`config.mk`:
```
export PLATFORM = sky130hd
export DESIGN_NAME = pwm_cfg_sequencer
export DESIGN_NICKNAME = d
export VERILOG_FILES = /design/src/rtl/pwm_reg_pkg.sv /design/src/rtl/pwm_cfg_sequencer.sv
export SDC_FILE = /design/constraint.sdc
export NUM_CORES = 1
export LEC_CHECK = 0
export CAP_MARGIN = 20
export CORE_ASPECT_RATIO = 0.7
export CORE_MARGIN = 5
export CORE_UTILIZATION = 50
export DETAILED_ROUTE_END_ITERATION = 7
export PLACE_DENSITY = 0.81
export SYNTH_ARGS = -nofsm -noshare
export SYNTH_HDL_FRONTEND = slang
export SYNTH_SLANG_ARGS = --single-unit
```
`constraint.sdc`:
```
create_clock -name clk -period 3.9 [get_ports clk]
set_clock_uncertainty 0.2 [all_clocks]
set_input_delay 1.17 -clock clk [delete_from_list [all_inputs] [get_ports clk]]
set_output_delay 1.17 -clock clk [all_outputs]
set_load 0.05 [all_outputs]
```
`src/rtl/pwm_reg_pkg.sv`:
```
// Shared definitions for the PWM register block and its bus initiator:
// register addresses, CONTROL bit positions, sequencer FSM states and the
// step -> (address, data source) table used by the configuration sequencer.
package pwm_reg_pkg;

  localparam logic [15:0] ADDR_PERIOD    = 16'h0000;
  localparam logic [15:0] ADDR_CCR_ON    = 16'h0004;
  localparam logic [15:0] ADDR_CCR       = 16'h0008;
  localparam logic [15:0] ADDR_CONTROL   = 16'h000C;
  localparam logic [15:0] ADDR_PRESCALER = 16'h000E;
  localparam logic [15:0] ADDR_DEADTIME  = 16'h0010;

  localparam int EN_BIT   = 0;
  localparam int MODE_BIT = 1;

  // Steps 0..6 are the write program, 7..12 the optional readback program.
  localparam logic [3:0] LAST_WRITE_STEP = 4'd6;
  localparam logic [3:0] LAST_READ_STEP  = 4'd12;

  typedef enum logic [2:0] {
    ST_IDLE     = 3'd0,
    ST_CHECK    = 3'd1,
    ST_WRITE    = 3'd2,
    ST_GAP_WAIT = 3'd3,
    ST_READ     = 3'd4,
    ST_FINISH   = 3'd5
  } state_t;

  // Which latched configuration value a bus access carries (or expects).
  typedef enum logic [2:0] {
    SRC_ZERO      = 3'd0,
    SRC_PERIOD    = 3'd1,
    SRC_CCR_ON    = 3'd2,
    SRC_CCR       = 3'd3,
    SRC_PRESCALER = 3'd4,
    SRC_DEADTIME  = 3'd5,
    SRC_CONTROL   = 3'd6
  } src_t;

  typedef struct packed {
    logic [15:0] addr;
    src_t        src;
  } step_map_t;

  // Core is disabled first so it never runs on a half-written timing set.
  function automatic step_map_t step_map(input logic [3:0] step);
    step_map_t m;
    m.addr = ADDR_PERIOD;
    m.src  = SRC_ZERO;
    case (step)
      4'd0:    begin m.addr = ADDR_CONTROL;   m.src = SRC_ZERO;      end
      4'd1:    begin m.addr = ADDR_PERIOD;    m.src = SRC_PERIOD;    end
      4'd2:    begin m.addr = ADDR_CCR_ON;    m.src = SRC_CCR_ON;    end
      4'd3:    begin m.addr = ADDR_CCR;       m.src = SRC_CCR;       end
      4'd4:    begin m.addr = ADDR_PRESCALER; m.src = SRC_PRESCALER; end
      4'd5:    begin m.addr = ADDR_DEADTIME;  m.src = SRC_DEADTIME;  end
      4'd6:    begin m.addr = ADDR_CONTROL;   m.src = SRC_CONTROL;   end
      4'd7:    begin m.addr = ADDR_PERIOD;    m.src = SRC_PERIOD;    end
      4'd8:    begin m.addr = ADDR_CCR_ON;    m.src = SRC_CCR_ON;    end
      4'd9:    begin m.addr = ADDR_CCR;       m.src = SRC_CCR;       end
      4'd10:   begin m.addr = ADDR_PRESCALER; m.src = SRC_PRESCALER; end
      4'd11:   begin m.addr = ADDR_DEADTIME;  m.src = SRC_DEADTIME;  end
      4'd12:   begin m.addr = ADDR_CONTROL;   m.src = SRC_CONTROL;   end
      default: begin m.addr = ADDR_PERIOD;    m.src = SRC_ZERO;      end
    endcase
    return m;
  endfunction

endpackage

```
`src/rtl/pwm_cfg_sequencer.sv`:
```
// PWM configuration sequencer: on start, latches a full PWM configuration,
// range-checks it, disables the core, writes every timing register and
// re-enables the core through the memory-mapped register bus.
// Optional build macro PWM_CFG_READBACK_EN adds a readback/compare pass
// after the writes; a mismatch is reported as error with done.
module pwm_cfg_sequencer
  import pwm_reg_pkg::*;
#(
  parameter int WIDTH = 32,
  parameter int GAP   = 0
) (
  input  logic             clk,
  input  logic             rst_n,
  input  logic             start,
  input  logic [WIDTH-1:0] cfg_period,
  input  logic [WIDTH-1:0] cfg_ccr_on,
  input  logic [WIDTH-1:0] cfg_ccr,
  input  logic             cfg_en,
  input  logic             cfg_mode,
  input  logic [15:0]      cfg_prescaler,
  input  logic [15:0]      cfg_deadtime,
  output logic             busy,
  output logic             done,
  output logic             error,
  output logic             wr_en,
  output logic             rd_en,
  output logic [15:0]      addr,
  output logic [WIDTH-1:0] wr_data,
  input  logic [WIDTH-1:0] rd_data
);

`ifdef PWM_CFG_READBACK_EN
  localparam logic [3:0] LAST_STEP = LAST_READ_STEP;
`else
  localparam logic [3:0] LAST_STEP = LAST_WRITE_STEP;
`endif

  // Gap counter preload; counts GAP idle cycles down to zero.
  localparam logic [3:0] GAP_LOAD = 4'(GAP - 1);

  state_t           state_q, state_d;
  logic [3:0]       step_q, step_d;
  logic [3:0]       gap_q, gap_d;
  logic [WIDTH-1:0] period_q, period_d;
  logic [WIDTH-1:0] ccr_on_q, ccr_on_d;
  logic [WIDTH-1:0] ccr_q, ccr_d;
  logic [15:0]      presc_q, presc_d;
  logic [15:0]      dead_q, dead_d;
  logic             en_q, en_d;
  logic             mode_q, mode_d;

  logic             busy_q, busy_d;
  logic             done_q, done_d;
  logic             error_q, error_d;
  logic             wr_en_q, wr_en_d;
  logic             rd_en_q, rd_en_d;
  logic [15:0]      addr_q, addr_d;
  logic [WIDTH-1:0] wr_data_q, wr_data_d;

  logic [3:0]       acc_step;
  step_map_t        acc_map;
  logic [WIDTH-1:0] acc_val;
  logic             readback_err;

  function automatic logic [WIDTH-1:0] reg_value(
    input src_t             s,
    input logic [WIDTH-1:0] p,
    input logic [WIDTH-1:0] co,
    input logic [WIDTH-1:0] c,
    input logic [15:0]      pr,
    input logic [15:0]      dt,
    input logic             e,
    input logic             m
  );
    logic [WIDTH-1:0] v;
    v = '0;
    case (s)
      SRC_PERIOD:    v = p;
      SRC_CCR_ON:    v = co;
      SRC_CCR:       v = c;
      SRC_PRESCALER: v[15:0] = pr;
      SRC_DEADTIME:  v[15:0] = dt;
      SRC_CONTROL:   begin v[EN_BIT] = e; v[MODE_BIT] = m; end
      default:       v = '0;
    endcase
    return v;
  endfunction

  // Next bus access: the step that the sequencer would issue next.
  always_comb begin
    acc_step = (state_q == ST_CHECK) ? 4'd0 : step_q + 4'd1;
    acc_map  = step_map(acc_step);
    acc_val  = reg_value(acc_map.src, period_q, ccr_on_q, ccr_q,
                         presc_q, dead_q, en_q, mode_q);
  end

`ifdef PWM_CFG_READBACK_EN
  step_map_t        cur_map;
  logic [WIDTH-1:0] cur_val;
  logic             rd_bad;
  logic             mismatch_q, mismatch_d;

  // Compare the slave's read data in the same cycle as the read strobe.
  always_comb begin
    cur_map      = step_map(step_q);
    cur_val      = reg_value(cur_map.src, period_q, ccr_on_q, ccr_q,
                             presc_q, dead_q, en_q, mode_q);
    rd_bad       = (state_q == ST_READ) && (rd_data != cur_val);
    readback_err = mismatch_q | rd_bad;
  end

  // Sticky mismatch flag, cleared when a new request is accepted.
  always_comb begin
    mismatch_d = mismatch_q;
    if (state_q == ST_IDLE && start) begin
      mismatch_d = 1'b0;
    end else if (rd_bad) begin
      mismatch_d = 1'b1;
    end
  end

  // Mismatch flag register.
  always_ff @(posedge clk) begin
    if (!rst_n) begin
      mismatch_q <= 1'b0;
    end else begin
      mismatch_q <= mismatch_d;
    end
  end
`else
  logic unused_rd_data;
  assign unused_rd_data = ^rd_data;
  assign readback_err   = 1'b0;
`endif

  // Sequencer FSM; all bus outputs are computed here one cycle ahead.
  always_comb begin
    logic go_next;
    go_next   = 1'b0;
    state_d   = state_q;
    step_d    = step_q;
    gap_d     = gap_q;
    period_d  = period_q;
    ccr_on_d  = ccr_on_q;
    ccr_d     = ccr_q;
    presc_d   = presc_q;
    dead_d    = dead_q;
    en_d      = en_q;
    mode_d    = mode_q;
    busy_d    = busy_q;
    done_d    = 1'b0;
    error_d   = 1'b0;
    wr_en_d   = 1'b0;
    rd_en_d   = 1'b0;
    addr_d    = '0;
    wr_data_d = '0;

    case (state_q)
      ST_IDLE: begin
        if (start) begin
          period_d = cfg_period;
          ccr_on_d = cfg_ccr_on;
          ccr_d    = cfg_ccr;
          presc_d  = cfg_prescaler;
          dead_d   = cfg_deadtime;
          en_d     = cfg_en;
          mode_d   = cfg_mode;
          busy_d   = 1'b1;
          state_d  = ST_CHECK;
        end
      end
      ST_CHECK: begin
        if (ccr_q > period_q || ccr_on_q > period_q) begin
          state_d = ST_FINISH;
          done_d  = 1'b1;
          error_d = 1'b1;
          busy_d  = 1'b0;
        end else begin
          go_next = 1'b1;
        end
      end
      ST_WRITE, ST_READ: begin
        if (step_q == LAST_STEP) begin
          state_d = ST_FINISH;
          done_d  = 1'b1;
          error_d = readback_err;
          busy_d  = 1'b0;
        end else if (GAP == 0) begin
          go_next = 1'b1;
        end else begin
          state_d = ST_GAP_WAIT;
          gap_d   = GAP_LOAD;
        end
      end
      ST_GAP_WAIT: begin
        if (gap_q == 4'd0) begin
          go_next = 1'b1;
        end else begin
          gap_d = gap_q - 4'd1;
        end
      end
      ST_FINISH: begin
        state_d = ST_IDLE;
      end
      default: begin
        state_d = ST_IDLE;
        busy_d  = 1'b0;
      end
    endcase

    if (go_next) begin
      step_d = acc_step;
      addr_d = acc_map.addr;
      if (acc_step <= LAST_WRITE_STEP) begin
        state_d   = ST_WRITE;
        wr_en_d   = 1'b1;
        wr_data_d = acc_val;
      end else begin
        state_d = ST_READ;
        rd_en_d = 1'b1;
      end
    end
  end

  // State, latched configuration and registered bus outputs.
  always_ff @(posedge clk) begin
    if (!rst_n) begin
      state_q   <= ST_IDLE;
      step_q    <= '0;
      gap_q     <= '0;
      period_q  <= '0;
      ccr_on_q  <= '0;
      ccr_q     <= '0;
      presc_q   <= '0;
      dead_q    <= '0;
      en_q      <= 1'b0;
      mode_q    <= 1'b0;
      busy_q    <= 1'b0;
      done_q    <= 1'b0;
      error_q   <= 1'b0;
      wr_en_q   <= 1'b0;
      rd_en_q   <= 1'b0;
      addr_q    <= '0;
      wr_data_q <= '0;
    end else begin
      state_q   <= state_d;
      step_q    <= step_d;
      gap_q     <= gap_d;
      period_q  <= period_d;
      ccr_on_q  <= ccr_on_d;
      ccr_q     <= ccr_d;
      presc_q   <= presc_d;
      dead_q    <= dead_d;
      en_q      <= en_d;
      mode_q    <= mode_d;
      busy_q    <= busy_d;
      done_q    <= done_d;
      error_q   <= error_d;
      wr_en_q   <= wr_en_d;
      rd_en_q   <= rd_en_d;
      addr_q    <= addr_d;
      wr_data_q <= wr_data_d;
    end
  end

  assign busy    = busy_q;
  assign done    = done_q;
  assign error   = error_q;
  assign wr_en   = wr_en_q;
  assign rd_en   = rd_en_q;
  assign addr    = addr_q;
  assign wr_data = wr_data_q;

endmodule

```
==> report_table.html, run 1 <==
<table>
<tr><th>Metric</th><th>Value</th></tr>
<tr><th colspan="2">Outcome</th></tr>
<tr><td>Result of the run</td><td>complete, no violations</td></tr>
<tr><th colspan="2">Placement</th></tr>
<tr><td>DP HPWL</td><td>19000 um</td></tr>
<tr><td>Final Wtd Congestion</td><td>0.895</td></tr>
<tr><td>Count of buffers inserted at the top-level ports</td><td>173</td></tr>
<tr><td>Post-Place Cells</td><td>1480</td></tr>
<tr><th colspan="2">Setup path</th></tr>
<tr><td>CP max stage delay</td><td>0.51 ns</td></tr>
<tr><td>Launch point of the worst reg-to-reg path</td><td>state_q[0]</td></tr>
<tr><td>Critical path peak fanout</td><td>12</td></tr>
<tr><td>Reg2Reg Depth</td><td>10</td></tr>
<tr><td>Combined buffer and inverter count along the critical path</td><td>2</td></tr>
<tr><td>Endpoint required time on the critical path</td><td>3.98 ns</td></tr>
<tr><td>Worst path depth</td><td>10</td></tr>
<tr><td>Worst reg2reg setup slack</td><td>0.25 ns</td></tr>
<tr><td>End point of the critical path</td><td>wr_data[8]</td></tr>
<tr><td>Critical setup path kind</td><td>reg -&gt; reg</td></tr>
<tr><td>Capturing point of the worst reg2reg path</td><td>wr_data[8]</td></tr>
<tr><td>Critical Path Slowest Stage Cell</td><td>dfxtp_1</td></tr>
<tr><td>Critical Path Source Type</td><td>flop</td></tr>
<tr><td>Data arrival time of the worst path</td><td>3.73 ns</td></tr>
<tr><td>Critical path startpoint</td><td>state_q[0]</td></tr>
<tr><td>Cells along the critical path</td><td>nor3b_2 &gt; nor2_1 &gt; inv_1 &gt; ha_1 &gt; mux2i_1 &gt; o32ai_4 &gt; buf_4 &gt; mux2_2 &gt; a221oi_1 &gt; nor4_1</td></tr>
<tr><td>Cell class contributing the biggest share of worst-path delay</td><td>simple AND/OR/NAND/NOR gates</td></tr>
<tr><td>Critical path endpoint category</td><td>flop</td></tr>
<tr><th colspan="2">Logic synthesis</th></tr>
<tr><td>Post-synthesis sequential element count</td><td>182</td></tr>
<tr><td>Gate Count Post-Synth</td><td>1123</td></tr>
<tr><td>Async SR Flop Fraction</td><td>0</td></tr>
<tr><td>Portion of the post-synthesis area used by sequential elements</td><td>0.408</td></tr>
<tr><td>Most numerous cell types in the synthesized netlist</td><td>nand2_1 (319), a21oi_1 (192), dfxtp_1 (182)</td></tr>
<tr><td>Largest area contributor in the synthesized netlist</td><td>dfxtp_1</td></tr>
<tr><td>Top area cells in the synthesized netlist</td><td>dfxtp_1 (41%), nand2_1 (13%), a21oi_1 (11%)</td></tr>
<tr><td>Cell area after technology mapping</td><td>0.00894 mm^2</td></tr>
<tr><td>Number of enable flip-flop cells after synthesis</td><td>0</td></tr>
<tr><td>Leading cell type by number of instances after synthesis</td><td>nand2_1</td></tr>
<tr><td>Average footprint of a synthesized cell</td><td>7.96 um^2</td></tr>
<tr><td>Synth Warn #</td><td>0</td></tr>
<tr><td>Most common flop cell mapped by yosys</td><td>dfxtp_1</td></tr>
<tr><td>Area share of the largest cell type after synthesis</td><td>0.408</td></tr>
<tr><td>Cell variety after synth</td><td>53</td></tr>
<tr><th colspan="2">Finish</th></tr>
<tr><td>Synthesis-to-layout area growth</td><td>27.9%</td></tr>
<tr><td>Sequential Area</td><td>0.00364 mm^2</td></tr>
<tr><td>Antenna diode count</td><td>0</td></tr>
<tr><td>Filler instances</td><td>1442</td></tr>
<tr><td>Area of the multi-input gates</td><td>0.00477 mm^2</td></tr>
<tr><td>Final Non-Filler Cells</td><td>1512</td></tr>
<tr><td>Post-layout net count</td><td>1506</td></tr>
<tr><td>Utilization after layout</td><td>0.658</td></tr>
<tr><td>Ratio of cells with drive above 1 in the final layout</td><td>0.0710</td></tr>
<tr><th colspan="2">Global route</th></tr>
<tr><td>Largest net degree at the start of global routing</td><td>109</td></tr>
<tr><td>Initial antenna violation count</td><td>0</td></tr>
<tr><td>Via count of the first global-routing pass</td><td>8178</td></tr>
<tr><td>Overall routing resource usage</td><td>0.249</td></tr>
<tr><td>Gr ovfl total</td><td>0</td></tr>
<tr><td>First-pass GRT wire length</td><td>41600 um</td></tr>
<tr><th colspan="2">Clocking</th></tr>
<tr><td>Post-CTS setup buffer count</td><td>0</td></tr>
<tr><td>CTS H-tree depth</td><td>4</td></tr>
<tr><td>Post-CTS sizing</td><td>0</td></tr>
<tr><td>Clock latency on the worst-skew pair</td><td>0.44 ns</td></tr>
<tr><td>Hold buffer count at cts</td><td>0</td></tr>
<tr><td>Clock slew at reported path FFs</td><td>0.07 ns</td></tr>
<tr><td>Sinks on the clock net</td><td>182</td></tr>
<tr><td>Root buf cell</td><td>clkbuf_16</td></tr>
<tr><td>CTS Buffer Depth</td><td>2</td></tr>
<tr><td>CTS tree</td><td>done</td></tr>
<tr><td>Number of clock buffers inserted by TritonCTS</td><td>17</td></tr>
<tr><th colspan="2">Run</th></tr>
<tr><td>Max-Cap Viols</td><td>0</td></tr>
<tr><th colspan="2">Timing</th></tr>
<tr><td>Setup repair after global routing missed its margin</td><td>no</td></tr>
<tr><td>Number of hold violations in the final report</td><td>0</td></tr>
<tr><td>Sum of negative setup slack</td><td>0 ns</td></tr>
<tr><td>Min Clock Period, post-route</td><td>3.65 ns</td></tr>
<tr><td>Highest Clock Rate</td><td>274 MHz</td></tr>
<tr><td>Slew at the pin closest to its max-slew limit</td><td>0.736 ns</td></tr>
<tr><td>Fraction of the cycle the final worst path needs</td><td>0.935</td></tr>
<tr><td>Number of slew-limit violations in the final report</td><td>0</td></tr>
<tr><td>Slew margin rel.</td><td>0.507</td></tr>
<tr><td>Number of endpoints failing setup at the final stage</td><td>0</td></tr>
<tr><th colspan="2">Power and ir drop</th></tr>
<tr><td>IR drop worst, VDD</td><td>0.573 mV</td></tr>
<tr><td>Static power due to leakage</td><td>4.35 nW</td></tr>
<tr><td>Ratio of total power to cell area</td><td>652 mW/mm^2</td></tr>
<tr><td>Net Sw Frac</td><td>0.418</td></tr>
<tr><td>Combinational fraction of design power</td><td>0.441</td></tr>
<tr><td>Part of the total power dissipated in sequential elements</td><td>0.350</td></tr>
<tr><td>Internal power</td><td>4.34 mW</td></tr>
<tr><td>Switching power</td><td>3.12 mW</td></tr>
<tr><td>Clock network fraction of design power</td><td>0.209</td></tr>
<tr><th colspan="2">Floorplanning</th></tr>
<tr><td>DIE HEIGHT</td><td>122 um</td></tr>
<tr><td>I/O pin cnt</td><td>218</td></tr>
<tr><td>Area enclosed by the die boundary</td><td>0.0207 mm^2</td></tr>
<tr><td>Die Wd</td><td>170 um</td></tr>
<tr><td>Cell Rows</td><td>40</td></tr>
<tr><td>Core box area</td><td>0.0174 mm^2</td></tr>
<tr><td>Starting utilization of the core area</td><td>0.515</td></tr>
<tr><th colspan="2">Detailed routing</th></tr>
<tr><td>Post-route DRC violation count</td><td>0</td></tr>
<tr><td>Initial detailed-routing violation count</td><td>795</td></tr>
<tr><td>Average wire per cell in the routed design</td><td>17.4 um</td></tr>
<tr><td>Wire length after detailed routing</td><td>26400 um</td></tr>
<tr><td>Total via count after detailed routing</td><td>8630</td></tr>
<tr><td>Via count normalized by instance count</td><td>5.71</td></tr>
<tr><td>Remaining number of nets flagged by the antenna check after routing</td><td>0</td></tr>
<tr><td>Number of detailed-routing iterations run before antenna repair</td><td>5</td></tr>
<tr><th colspan="2">Min path</th></tr>
<tr><td>Worst hold path class</td><td>reg -&gt; reg</td></tr>
</table>
[stage by stage]
step / setup slack, ns / area (um^2) / power, mW / hold WS, ns
after CTS: 0.313 / 11400 / 7.43 / 0.255
after detailed placement: 0.349 / 10900 / 5.87 / 0.246
after global placement: 0.423 / 10900 / 5.77 / 0.242
final: 0.254 / 11400 / 7.46 / 0.256
after floorplan: 1.02 / 8980 / 4.75 / 0.233
after global routing: 0.107 / 11400 / 7.91 / 0.281
[layer usage]
layer / GRT usage / routed length, um / vias up
li1: - / - / 4160
met1: 0.345 / 12000 / 4030
met2: 0.384 / 11600 / 393
met3: 0.0545 / 2250 / 47
met4: 0.0885 / 550 / 0
met5: 0 / 0 / -
[worst min path at each step]
| stage | cells past startpoint | start | endpoint |
|---|---|---|---|
| 2_1_floorplan | 2 | dead_q[0] | dead_q[0] |
| 3_3_place_gp | 2 | dead_q[8] | dead_q[8] |
| 3_5_place_dp | 2 | dead_q[4] | dead_q[4] |
| 4_1_cts | 2 | dead_q[4] | dead_q[4] |
| 5_1_grt | 2 | dead_q[15] | dead_q[15] |
| 6_report | 2 | presc_q[8] | presc_q[8] |
[logic make-up after synthesis]
family          share of synthesized area
buf+inv                            0.0676
flops                               0.408
simple gates                        0.210
xor+xnor                          0.00588
fa+ha+maj                           0.102
other cells                      0.000420
compound gates                      0.179
mux                                0.0277
[power by group through the flow]
stage	Sequential, mW	Combinational [mW]	Clock, mW
4_1_cts	2.60	3.26	1.57
3_3_place_gp	2.62	3.15	0
5_1_grt	2.66	3.62	1.64
6_report	2.61	3.29	1.56
3_5_place_dp	2.64	3.23	0
2_1_floorplan	2.80	1.95	0
[sequential cells by signal, indices dropped and copies added (netlist names), 3 cells and up]
register and count:
state_q 3, addr 4, presc_q 16, wr_data 32, ccr_on_q 32, dead_q 16
ccr_q 32, step_q 4, gap_q 4, period_q 32
[area by class of cell]
cell class                      count  area share
Multi-Input combinational cell    816       0.417
Clock inverter                     12     0.00711
Sequential cell                   182       0.319
Timing Repair Buffer              202       0.177
Tap cell                          231      0.0253
Inverter                           49      0.0163
Clock buffer                       20      0.0382
[cells in the final DEF, fill, tap and decap left out, types with 3 or more instances in the layout]
master             n
o211ai_1           3
a21oi_1          192
nand4_1           13
a22oi_1            4
o21ai_0           10
inv_1             48
ha_1              73
mux2_2            19
nor3_1             6
clkbuf_1           3
nand2_1          319
buf_12             6
conb_1            12
buf_4             23
o32ai_1            4
dfxtp_1          182
nor2b_1            5
and4_1             5
nor4_1            34
clkdlybuf4s50_1  173
clkinvlp_4         4
clkbuf_16         17
clkinv_2           5
a211oi_1           4
nor2_1            18
nand3_1           14
xnor2_1            4
and3_1             4
a221oi_1          36
[worst reg2reg max path, cell delays in order (launching register included)]
cell and delay [ns]:
dfxtp_1 0.51, nor3b_2 0.51, nor2_1 0.22, inv_1 0.17, ha_1 0.26, mux2i_1 0.13, o32ai_4 0.41, buf_4 0.30
mux2_2 0.35, a221oi_1 0.31, nor4_1 0.12
No activity file was read; power rests on OpenSTA's default activity.
==> inputs of run 2 (changes only) <==
--- a/config.mk
+++ b/config.mk
@@ -10,7 +10,7 @@
 export CORE_MARGIN = 5
 export CORE_UTILIZATION = 50
 export DETAILED_ROUTE_END_ITERATION = 7
-export PLACE_DENSITY = 0.81
+export PLACE_DENSITY = 0.77
 export SYNTH_ARGS = -nofsm -noshare
 export SYNTH_HDL_FRONTEND = slang
 export SYNTH_SLANG_ARGS = --single-unit
==> run 2 against run 1 <==
Setup slack gained 0.012 ns. Clock-buffer cell count up 4. Clock power increased by 12%. Cell count fell by 0.33%. Non-clock buffer count down 5. Highest routed layer is now met5.
==> report_table.html, run 2 (synthesis gave the netlist of run 1 again) <==
<table>
<tr><th>Metric</th><th>Value</th></tr>
<tr><th colspan="2">Outcome</th></tr>
<tr><td>Result of the run</td><td>complete, no violations (unchanged)</td></tr>
<tr><th colspan="2">Timing</th></tr>
<tr><td>Slew margin rel.</td><td>0.598 (was 0.507)</td></tr>
<tr><td>Min Clock Period, post-route</td><td>3.63 ns (was 3.65 ns)</td></tr>
<tr><td>Highest Clock Rate</td><td>275 MHz (was 274 MHz)</td></tr>
<tr><td>Number of hold violations in the final report</td><td>0 (unchanged)</td></tr>
<tr><td>Number of endpoints failing setup at the final stage</td><td>0 (unchanged)</td></tr>
<tr><td>Fraction of the cycle the final worst path needs</td><td>0.932 (was 0.935)</td></tr>
<tr><td>Setup repair after global routing missed its margin</td><td>no (unchanged)</td></tr>
<tr><td>Number of slew-limit violations in the final report</td><td>0 (unchanged)</td></tr>
<tr><td>Sum of negative setup slack</td><td>0 ns (unchanged)</td></tr>
<tr><td>Slack of the critical path</td><td>0.267 ns (was 0.254 ns)</td></tr>
<tr><td>Slew at the pin closest to its max-slew limit</td><td>0.603 ns (was 0.736 ns)</td></tr>
<tr><th colspan="2">Finish</th></tr>
<tr><td>Post-layout net count</td><td>1501 (was 1506)</td></tr>
<tr><td>Ratio of cells with drive above 1 in the final layout</td><td>0.0690 (was 0.0710)</td></tr>
<tr><td>Final Non-Filler Cells</td><td>1507 (was 1512)</td></tr>
<tr><td>Utilization after layout</td><td>0.660 (was 0.658)</td></tr>
<tr><td>Highest-count cells in the layout ignoring fill and taps</td><td>nand2_1 (319), a21oi_1 (192), dfxtp_1 (182) (unchanged)</td></tr>
<tr><td>Antenna diode count</td><td>0 (unchanged)</td></tr>
<tr><td>Synthesis-to-layout area growth</td><td>28.3% (was 27.9%)</td></tr>
<tr><td>Final std cell area, no fill</td><td>0.0115 mm^2 (was 0.0114 mm^2)</td></tr>
<tr><td>Most common cell after layout, fill and taps aside</td><td>nand2_1 (unchanged)</td></tr>
<tr><th colspan="2">Setup path</th></tr>
<tr><td>Data arrival time of the worst path</td><td>3.75 ns (was 3.73 ns)</td></tr>
<tr><td>Critical setup path kind</td><td>reg -&gt; reg (unchanged)</td></tr>
<tr><td>Combined buffer and inverter count along the critical path</td><td>2 (unchanged)</td></tr>
<tr><td>Endpoint required time on the critical path</td><td>4.02 ns (was 3.98 ns)</td></tr>
<tr><td>Critical Path Source Type</td><td>flop (unchanged)</td></tr>
<tr><td>CP max stage delay</td><td>0.58 ns (was 0.51 ns)</td></tr>
<tr><td>Critical path peak fanout</td><td>26 (was 12)</td></tr>
<tr><td>Cells along the critical path</td><td>inv_1 &gt; ha_1 &gt; a21oi_1 &gt; o21ai_0 &gt; a221oi_1 &gt; o32ai_1 &gt; a22oi_1 &gt; and4_1 &gt; o21ai_4 &gt; buf_12 &gt; nor4_1 (was nor3b_2 &gt; nor2_1 &gt; inv_1 &gt; ha_1 &gt; mux2i_1 &gt; o32ai_4 &gt; buf_4 &gt; mux2_2 &gt; a221oi_1 &gt; nor4_1)</td></tr>
<tr><td>Critical path endpoint category</td><td>flop (unchanged)</td></tr>
<tr><td>Cell class contributing the biggest share of worst-path delay</td><td>compound AO/OA/AOI/OAI gates (was simple AND/OR/NAND/NOR gates)</td></tr>
<tr><td>Capturing point of the worst reg2reg path</td><td>wr_data[24] (was wr_data[8])</td></tr>
<tr><td>Critical Path Slowest Stage Cell</td><td>a221oi_1 (was dfxtp_1)</td></tr>
<tr><td>Launch point of the worst reg-to-reg path</td><td>period_q[7] (was state_q[0])</td></tr>
<tr><td>Reg2Reg Depth</td><td>11 (was 10)</td></tr>
<tr><td>Critical path startpoint</td><td>period_q[7] (was state_q[0])</td></tr>
<tr><td>Worst reg2reg setup slack</td><td>0.27 ns (was 0.25 ns)</td></tr>
<tr><th colspan="2">Global route</th></tr>
<tr><td>First-pass GRT wire length</td><td>41100 um (was 41600 um)</td></tr>
<tr><td>Via count of the first global-routing pass</td><td>8005 (was 8178)</td></tr>
<tr><td>Initial antenna violation count</td><td>1 (was 0)</td></tr>
<tr><td>Gr ovfl total</td><td>0 (unchanged)</td></tr>
<tr><td>Overall routing resource usage</td><td>0.246 (was 0.249)</td></tr>
<tr><td>Largest net degree at the start of global routing</td><td>80 (was 109)</td></tr>
<tr><th colspan="2">Run</th></tr>
<tr><td>Max-Cap Viols</td><td>0 (unchanged)</td></tr>
<tr><th colspan="2">Floorplanning</th></tr>
<tr><td>Area enclosed by the die boundary</td><td>0.0207 mm^2 (unchanged)</td></tr>
<tr><td>Die Wd</td><td>170 um (unchanged)</td></tr>
<tr><td>DIE HEIGHT</td><td>122 um (unchanged)</td></tr>
<tr><td>Cell Rows</td><td>40 (unchanged)</td></tr>
<tr><td>Starting utilization of the core area</td><td>0.515 (unchanged)</td></tr>
<tr><td>I/O pin cnt</td><td>218 (unchanged)</td></tr>
<tr><td>Core box area</td><td>0.0174 mm^2 (unchanged)</td></tr>
<tr><th colspan="2">Clocking</th></tr>
<tr><td>Number of clock buffers inserted by TritonCTS</td><td>17 (unchanged)</td></tr>
<tr><td>CTS tree</td><td>done (unchanged)</td></tr>
<tr><td>Root buf cell</td><td>clkbuf_16 (unchanged)</td></tr>
<tr><td>CTS Buffer Depth</td><td>2 (unchanged)</td></tr>
<tr><td>Post-CTS setup buffer count</td><td>0 (unchanged)</td></tr>
<tr><td>Sinks on the clock net</td><td>182 (unchanged)</td></tr>
<tr><td>Clock slew at reported path FFs</td><td>0.07 ns (about the same)</td></tr>
<tr><td>Clock latency on the worst-skew pair</td><td>0.43 ns (was 0.44 ns)</td></tr>
<tr><td>CTS H-tree depth</td><td>4 (unchanged)</td></tr>
<tr><td>Hold buffer count at cts</td><td>0 (unchanged)</td></tr>
<tr><td>Post-CTS sizing</td><td>0 (unchanged)</td></tr>
<tr><th colspan="2">Detailed routing</th></tr>
<tr><td>Remaining number of nets flagged by the antenna check after routing</td><td>0 (unchanged)</td></tr>
<tr><td>Average wire per cell in the routed design</td><td>17.2 um (was 17.4 um)</td></tr>
<tr><td>Number of detailed-routing iterations run before antenna repair</td><td>6 (was 5)</td></tr>
<tr><td>Total via count after detailed routing</td><td>8457 (was 8630)</td></tr>
<tr><td>Initial detailed-routing violation count</td><td>784 (was 795)</td></tr>
<tr><td>Wire length after detailed routing</td><td>25900 um (was 26400 um)</td></tr>
<tr><td>Post-route DRC violation count</td><td>0 (unchanged)</td></tr>
<tr><td>Via count normalized by instance count</td><td>5.61 (was 5.71)</td></tr>
<tr><th colspan="2">Power and ir drop</th></tr>
<tr><td>Combinational fraction of design power</td><td>0.428 (was 0.441)</td></tr>
<tr><td>Net Sw Frac</td><td>0.409 (was 0.418)</td></tr>
<tr><td>Part of the total power dissipated in sequential elements</td><td>0.343 (was 0.350)</td></tr>
<tr><td>Switching power</td><td>3.11 mW (was 3.12 mW)</td></tr>
<tr><td>Clock network fraction of design power</td><td>0.229 (was 0.209)</td></tr>
<tr><td>Ratio of total power to cell area</td><td>662 mW/mm^2 (was 652 mW/mm^2)</td></tr>
<tr><td>IR drop worst, VDD</td><td>0.391 mV (was 0.573 mV)</td></tr>
<tr><td>Internal power</td><td>4.49 mW (was 4.34 mW)</td></tr>
<tr><td>Static power due to leakage</td><td>4.36 nW (was 4.35 nW)</td></tr>
<tr><th colspan="2">Min path</th></tr>
<tr><td>End of the worst hold path</td><td>dead_q[6] (was presc_q[8])</td></tr>
<tr><td>Instance count along the most critical hold path</td><td>2 (unchanged)</td></tr>
<tr><td>Worst hold path class</td><td>reg -&gt; reg (unchanged)</td></tr>
<tr><td>Startpoint of the tightest hold check path</td><td>dead_q[6] (was presc_q[8])</td></tr>
<tr><th colspan="2">Placement</th></tr>
<tr><td>Count of buffers inserted at the top-level ports</td><td>173 (unchanged)</td></tr>
<tr><td>Final Wtd Congestion</td><td>0.868 (was 0.895)</td></tr>
<tr><td>Dpl cell area</td><td>0.0109 mm^2 (about the same)</td></tr>
<tr><td>DP HPWL</td><td>18200 um (was 19000 um)</td></tr>
<tr><td>Post-placement setup slack</td><td>0.397 ns (was 0.349 ns)</td></tr>
<tr><td>Post-Place Cells</td><td>1475 (was 1480)</td></tr>
</table>
==> run 2: final cells by class <==
class / count / area [um^2]
flip-flops and latches: 182 / 3640
well taps: 231 / 289
multi-input cells: 816 / 4770
clock buffers: 24 / 512
fillers: 1486 / 5900
repair buffers: 197 / 1970
inverters: 49 / 186
clock inverters: 8 / 87.6
==> run 2: worst register-to-register path: cells and delay by family, from the launching register on <==
family / cells / cell delay [ns]
flops: 1 / 0.38
compound gates: 6 / 1.48
buf+inv: 2 / 0.34
fa+ha+maj: 1 / 0.33
simple gates: 2 / 0.79
==> run 2: power groups by stage <==
stage,Sequential [mW],Clock (mW),Combinational [mW]
floorplan,2.80,0,1.95
global placement,2.63,0,3.13
detailed placement,2.64,0,3.19
CTS,2.60,1.75,3.22
global route,2.66,1.84,3.56
finish,2.61,1.74,3.25
==> run 2: metrics by stage <==
stage,hold WS (ns),power (mW)
floorplan,0.233,4.75
global placement,0.243,5.76
detailed placement,0.247,5.83
CTS,0.256,7.57
global route,0.277,8.06
finish,0.256,7.59
==> run 2: worst max path at each step <==
stage	end	slack [ns]	cells past startpoint
floorplan	wr_data[10]	1.02	12
global placement	wr_data[14]	0.50	11
detailed placement	wr_data[24]	0.40	11
CTS	wr_data[24]	0.35	11
global route	wr_data[21]	0.10	11
finish	wr_data[24]	0.27	11
==> run 2: metal layers <==
metal / global-route usage / routed length, um
met5: 0 / 7
met2: 0.369 / 11200
met1: 0.357 / 12000
met4: 0.0588 / 300
met3: 0.0577 / 2400
